### config.mk
export PLATFORM = sky130hd
export DESIGN_NAME = pipe_hazard_ctl
export DESIGN_NICKNAME = d
export VERILOG_FILES = /design/src/rtl/pipe_hazard_ctl_pkg.sv /design/src/rtl/pipe_hazard_ctl_hazard_detect.sv /design/src/rtl/pipe_hazard_ctl.sv
export SDC_FILE = /design/constraint.sdc
export NUM_CORES = 1
export LEC_CHECK = 0
export BUFFER_PORTS_ARGS = -buffer_cell sky130_fd_sc_hd__buf_2
export CAP_MARGIN = 10
export CORE_UTILIZATION = 41
export CTS_CLUSTER_SIZE = 20
export DETAILED_ROUTE_END_ITERATION = 7
export PLACE_DENSITY = 0.73
export SKIP_CTS_REPAIR_TIMING = 1
export SLEW_MARGIN = 15
export SYNTH_ARGS = -nofsm -noshare
export SYNTH_HDL_FRONTEND = slang
export SYNTH_SLANG_ARGS = --single-unit
### constraint.sdc
create_clock -name clk -period 1.5 [get_ports clk]
set_input_delay 0.15 -clock clk [delete_from_list [all_inputs] [get_ports clk]]
set_output_delay 0.15 -clock clk [all_outputs]
set_load 0.01 [all_outputs]
### src/rtl/pipe_hazard_ctl_pkg.sv
// pipe_hazard_ctl_pkg
// Shared definitions for the pipeline hazard controller: the controller
// state encoding and the register-index width used by the hazard ports.
// No ports (package).
package pipe_hazard_ctl_pkg;

    localparam int REG_W = 5;

    typedef enum logic [1:0] {
        RUN     = 2'd0,
        MC_BUSY = 2'd1,
        DRAIN   = 2'd2,
        HALTED  = 2'd3
    } hz_state_t;

endpackage

### src/rtl/pipe_hazard_ctl_hazard_detect.sv
// hazard_detect
// Purely combinational load-use comparator. Flags when the load sitting in
// ID/EX writes a register that the instruction in IF/ID reads. Register 0 is
// hard-wired zero, so a load targeting it never creates a dependency.
// Ports:
//   mem_read  in   ID/EX instruction is a load
//   ex_rt     in   load destination register
//   rs, rt    in   IF/ID source registers
//   load_use  out  stall required this cycle
module hazard_detect
    import pipe_hazard_ctl_pkg::*;
(
    input  logic             mem_read,
    input  logic [REG_W-1:0] ex_rt,
    input  logic [REG_W-1:0] rs,
    input  logic [REG_W-1:0] rt,
    output logic             load_use
);

    assign load_use = mem_read && (ex_rt != '0) && ((ex_rt == rs) || (ex_rt == rt));

endmodule

### src/rtl/pipe_hazard_ctl.sv
// pipe_hazard_ctl
// Pipeline hazard / stall controller for a 5-stage in-order pipeline.
// Handles load-use stalls, taken-branch flushes, multicycle EX ops and a
// debug halt that drains the pipeline before acknowledging.
// Optional build macro: HAZARD_PERF_CNT_EN adds stall/flush cycle counters.
// Ports:
//   clk, rst_n                 clock, async active-low reset
//   id_ex_mem_read, id_ex_rt   load in ID/EX and its destination
//   if_id_rs, if_id_rt         sources of the instruction in IF/ID
//   branch_taken               EX branch resolved taken
//   mc_start                   multicycle op entered EX
//   halt_req                   debug halt request (level)
//   pc_write, if_id_write      front-end advance enables
//   if_id_flush                zero IF/ID on next edge
//   id_ex_bubble               inject NOP control into ID/EX
//   ex_hold                    freeze ID/EX, bubble into EX/MEM
//   halt_ack                   pipeline drained and halted
//   stall_cycles, flush_cycles (HAZARD_PERF_CNT_EN only) event counters
module pipe_hazard_ctl
    import pipe_hazard_ctl_pkg::*;
#(
    parameter int MC_LAT    = 4,
    parameter int DRAIN_LEN = 3
) (
    input  logic             clk,
    input  logic             rst_n,
    input  logic             id_ex_mem_read,
    input  logic [REG_W-1:0] id_ex_rt,
    input  logic [REG_W-1:0] if_id_rs,
    input  logic [REG_W-1:0] if_id_rt,
    input  logic             branch_taken,
    input  logic             mc_start,
    input  logic             halt_req,
    output logic             pc_write,
    output logic             if_id_write,
    output logic             if_id_flush,
    output logic             id_ex_bubble,
    output logic             ex_hold,
    output logic             halt_ack
`ifdef HAZARD_PERF_CNT_EN
    ,
    output logic [31:0]      stall_cycles,
    output logic [31:0]      flush_cycles
`endif
);

    // Counters count down to 0 inclusive, hence the -2 / -1: the cycle of
    // entry into MC_BUSY is already the first hold cycle, giving MC_LAT-1 holds.
    localparam logic [3:0] MC_LOAD    = 4'(MC_LAT - 2);
    localparam logic [3:0] DRAIN_LOAD = 4'(DRAIN_LEN - 1);

    hz_state_t  state, state_n;
    logic [3:0] cnt, cnt_n;
    logic       load_use;

    hazard_detect u_hd (
        .mem_read (id_ex_mem_read),
        .ex_rt    (id_ex_rt),
        .rs       (if_id_rs),
        .rt       (if_id_rt),
        .load_use (load_use)
    );

    always_ff @(posedge clk or negedge rst_n) begin
        if (!rst_n) begin
            state <= RUN;
            cnt   <= '0;
        end else begin
            state <= state_n;
            cnt   <= cnt_n;
        end
    end

    always_comb begin
        state_n      = state;
        cnt_n        = cnt;
        pc_write     = 1'b0;
        if_id_write  = 1'b0;
        if_id_flush  = 1'b0;
        id_ex_bubble = 1'b0;
        ex_hold      = 1'b0;
        halt_ack     = 1'b0;
        case (state)
            RUN: begin
                if (branch_taken) begin
                    // Branch wins: wrong-path IF/ID is flushed, ID/EX bubbled,
                    // PC takes the target. Stall and mc_start are moot.
                    pc_write     = 1'b1;
                    if_id_write  = 1'b1;
                    if_id_flush  = 1'b1;
                    id_ex_bubble = 1'b1;
                end else begin
                    if (load_use) begin
                        id_ex_bubble = 1'b1;
                    end else begin
                        pc_write    = 1'b1;
                        if_id_write = 1'b1;
                    end
                    // A multicycle op outranks halt; halt stays pending (level)
                    // and is picked up on return to RUN.
                    if (mc_start) begin
                        state_n = MC_BUSY;
                        cnt_n   = MC_LOAD;
                    end else if (halt_req) begin
                        state_n = DRAIN;
                        cnt_n   = DRAIN_LOAD;
                    end
                end
            end
            MC_BUSY: begin
                ex_hold = 1'b1;
                if (cnt == 4'd0) state_n = RUN;
                else             cnt_n   = cnt - 4'd1;
            end
            DRAIN: begin
                id_ex_bubble = 1'b1;
                if (cnt == 4'd0) state_n = HALTED;
                else             cnt_n   = cnt - 4'd1;
            end
            HALTED: begin
                id_ex_bubble = 1'b1;
                halt_ack     = 1'b1;
                if (!halt_req) state_n = RUN;
            end
            default: state_n = RUN;
        endcase
        // Outputs are forced safe while reset is held, independent of clock.
        if (!rst_n) begin
            pc_write     = 1'b0;
            if_id_write  = 1'b0;
            if_id_flush  = 1'b0;
            id_ex_bubble = 1'b1;
            ex_hold      = 1'b0;
            halt_ack     = 1'b0;
        end
    end

`ifdef HAZARD_PERF_CNT_EN
    always_ff @(posedge clk or negedge rst_n) begin
        if (!rst_n) begin
            stall_cycles <= '0;
            flush_cycles <= '0;
        end else begin
            if (!pc_write)   stall_cycles <= stall_cycles + 32'd1;
            if (if_id_flush) flush_cycles <= flush_cycles + 32'd1;
        end
    end
`endif

endmodule
==> results.toml <==
[sta]
period_minus_slack_ns = 1.612
worstMarginPinSlew_ns = 0.3565
finalCritPeriodShare = 1.075
max-slew-margin-rel = 0.7608
final.setup.tns_ns = -0.1972
final_max_slew_viol_count = 0
finClkSkew_ns = 0.005547
worst_slack_ns = -0.1122
hold_viol_final = 0
whs_ns = 0.1902
setup_viol = 4
max_freq_ghz = 0.6203
rsz0062_at_grt = "yes"

[setup_path]
cp-end-kind = "primary output"
regToRegStartpoint = "cnt[1]"
cp_max_fo = 6
required_ns = 1.35
start_kind = "flop"
crit_start = "state[1]"
worstSetupPathType = "flop to primary output"
arrival_ns = 1.46

[power_and_ir_drop]
pwr-share-clk = 0.082
finalPower_mw = 1.798
swShare = 0.4338
cellPowerDensity_nw_per_um2 = 1939
intPower_mw = 1.018
combPwrFrac = 0.717
p_sw_mw = 0.7800
p_leak_nw = 0.4492
power_frac_seq = 0.201
ir_drop_mv = 0.7799

[clock_network]
root_buffer = "clkbuf_4"
cts.clk_slew.worst_paths_ns = 0.04
cts_num_sinks = 6
clk_path_buf_depth = 2
htree_levels = 1
cts_tree = "yes"
cts_buffers = 3
clkLatencyLatePin_ns = 0.25

[logic_synthesis]
yosysSeqAreaShare = 0.2362
synthTopCellsByArea = "dfrtp_1, xor2_1, ha_1, a22o_1, a31oi_1"
avgSynthCellArea_sq_um = 8.952
yosys.area.top_type = "dfrtp_1"
yosysTopAreaCellShare = 0.2362
synth_edf_count = 0
synthFlopType = "dfrtp_1"
synth_common_cells = "xor2_1, dfrtp_1, inv_1"
yosys_warnings = 0
ys_types = 30
synthesis.area_sq_um = 635.6
yosysMostFrequentCell = "xor2_1"
synthesis.instances = 71
ys_ff_latch = 6
async_reset_ff_frac = 1.000
syn_nets = 97

[drt]
ant_nets = 0
remaining_drc_errors = 0
dr.pass1.iters = 4
routed_wl_um = 1604
wire_per_inst_um = 13.15
routed_via_density = 5.705
dr_total_vias = 696
dr.first_iter.drc_count = 22

[placed_design]
post-place-ws_ns = -0.02984
placed_cells = 116
io_buffers = 26
dp_hpwl_um = 1240
dpl-instance-area_sq_um = 817.0
gp_congestion = 0.7552

[global_routing]
grt_antenna_before_repair = 0
track_usage = 0.1964
first_global_vias = 573
grt_max_degree = 12
grt_pass1_wl_um = 2228
grt.overflow.total = 0

[die]
die_area_sq_um = 1712
ios = 27
core_area_sq_um = 1366
die_w_um = 41.38
initial_utilization = 0.4652
chipHeight_um = 41.38
rows = 13

[status]
status = "finished with violations"
violations = "negative setup slack"

[layout]
fin_util = 0.6786
final_layout_size_suffix_gt1_frac = 0.5140
fin_nets = 135
fin_area_sq_um = 927.1
finalNonFillerCells = 122
area_growth_pct = 45.87
diodes = 0

[run]
max_cap_viol_count = 0

[worst_hold_path]
hp-class = "input port to flop"
worstHoldStart = "mc_start"
-- worst max-delay path, cell delays in order (launching register included) --
cell     delay, ns
dfrtp_2       0.43
inv_2         0.08
ha_4          0.18
buf_4         0.14
a31oi_1       0.16
o21ai_1       0.08
buf_2         0.14
-- cells in the final DEF (no fill, tap or decap), drive strengths merged, types with 2 or more instances in the layout --
cell	netlist	final
inv	6	6
dfrtp	6	6
nor3b	2	2
o21ai	4	4
nor2	3	3
o21bai	2	2
clkbuf	0	3
ha	5	5
buf	2	34
nand2b	2	2
a22o	5	5
nor3	2	2
and3	2	2
a22oi	2	2
nand2	4	4
a31oi	5	5
xor2	10	10
-- final timing paths --
check                      depth (start not counted)           end  slack [ns]
hold reg to reg                                    2        cnt[0]        0.63
max in group asynchronous                          2      state[1]        0.86
setup reg to reg                                   6        cnt[0]        0.02
hold / removal                                     3      state[0]        0.19
setup / recovery                                   6  id_ex_bubble       -0.11
min in group asynchronous                          2        cnt[3]        0.40
-- cell families (layout without fill, tap and decap cells) --
family / count (synthesis) / after routing / synth area share
AOI/OAI and AO/OA: 23 / 23 / 0.2716
xor gates and xnor gates: 10 / 10 / 0.1378
adders and majority gates: 5 / 5 / 0.09843
buffers and inverters: 8 / 44 / 0.05511
DFF: 6 / 6 / 0.2362
muxes: 1 / 1 / 0.01772
and+or+nand+nor: 18 / 18 / 0.1831
-- per-layer routing --
metal / global-route usage / vias up / routed length (um)
met4: 0 / 0 / 2
li1: - / 333 / -
met2: 0.3555 / 37 / 849
met1: 0.2298 / 324 / 624
met5: 0 / - / 0
met3: 0.07979 / 2 / 127
-- final cells by class --
class                   count  area [sq um]
fillers                   128         439.2
well taps                  15         18.77
inverters                   6         22.52
multi-input cells          57         508.0
clock buffers               3         22.52
repair buffers             35         203.9
flip-flops and latches      6         151.4
-- power by group through the flow --
stage | clock, mW | sequential (mW) | combinational [mW]
2_1_floorplan | 0 | 0.326 | 0.705
5_1_grt | 0.157 | 0.370 | 1.40
6_report | 0.148 | 0.361 | 1.29
4_1_cts | 0.150 | 0.334 | 1.08
3_3_place_gp | 0 | 0.332 | 1.04
3_5_place_dp | 0 | 0.336 | 1.07
-- state kept, by name, indices dropped and copies added (netlist names) --
signal / cells
cnt: 4
state: 2
No activity file was read; power rests on OpenSTA's default activity.
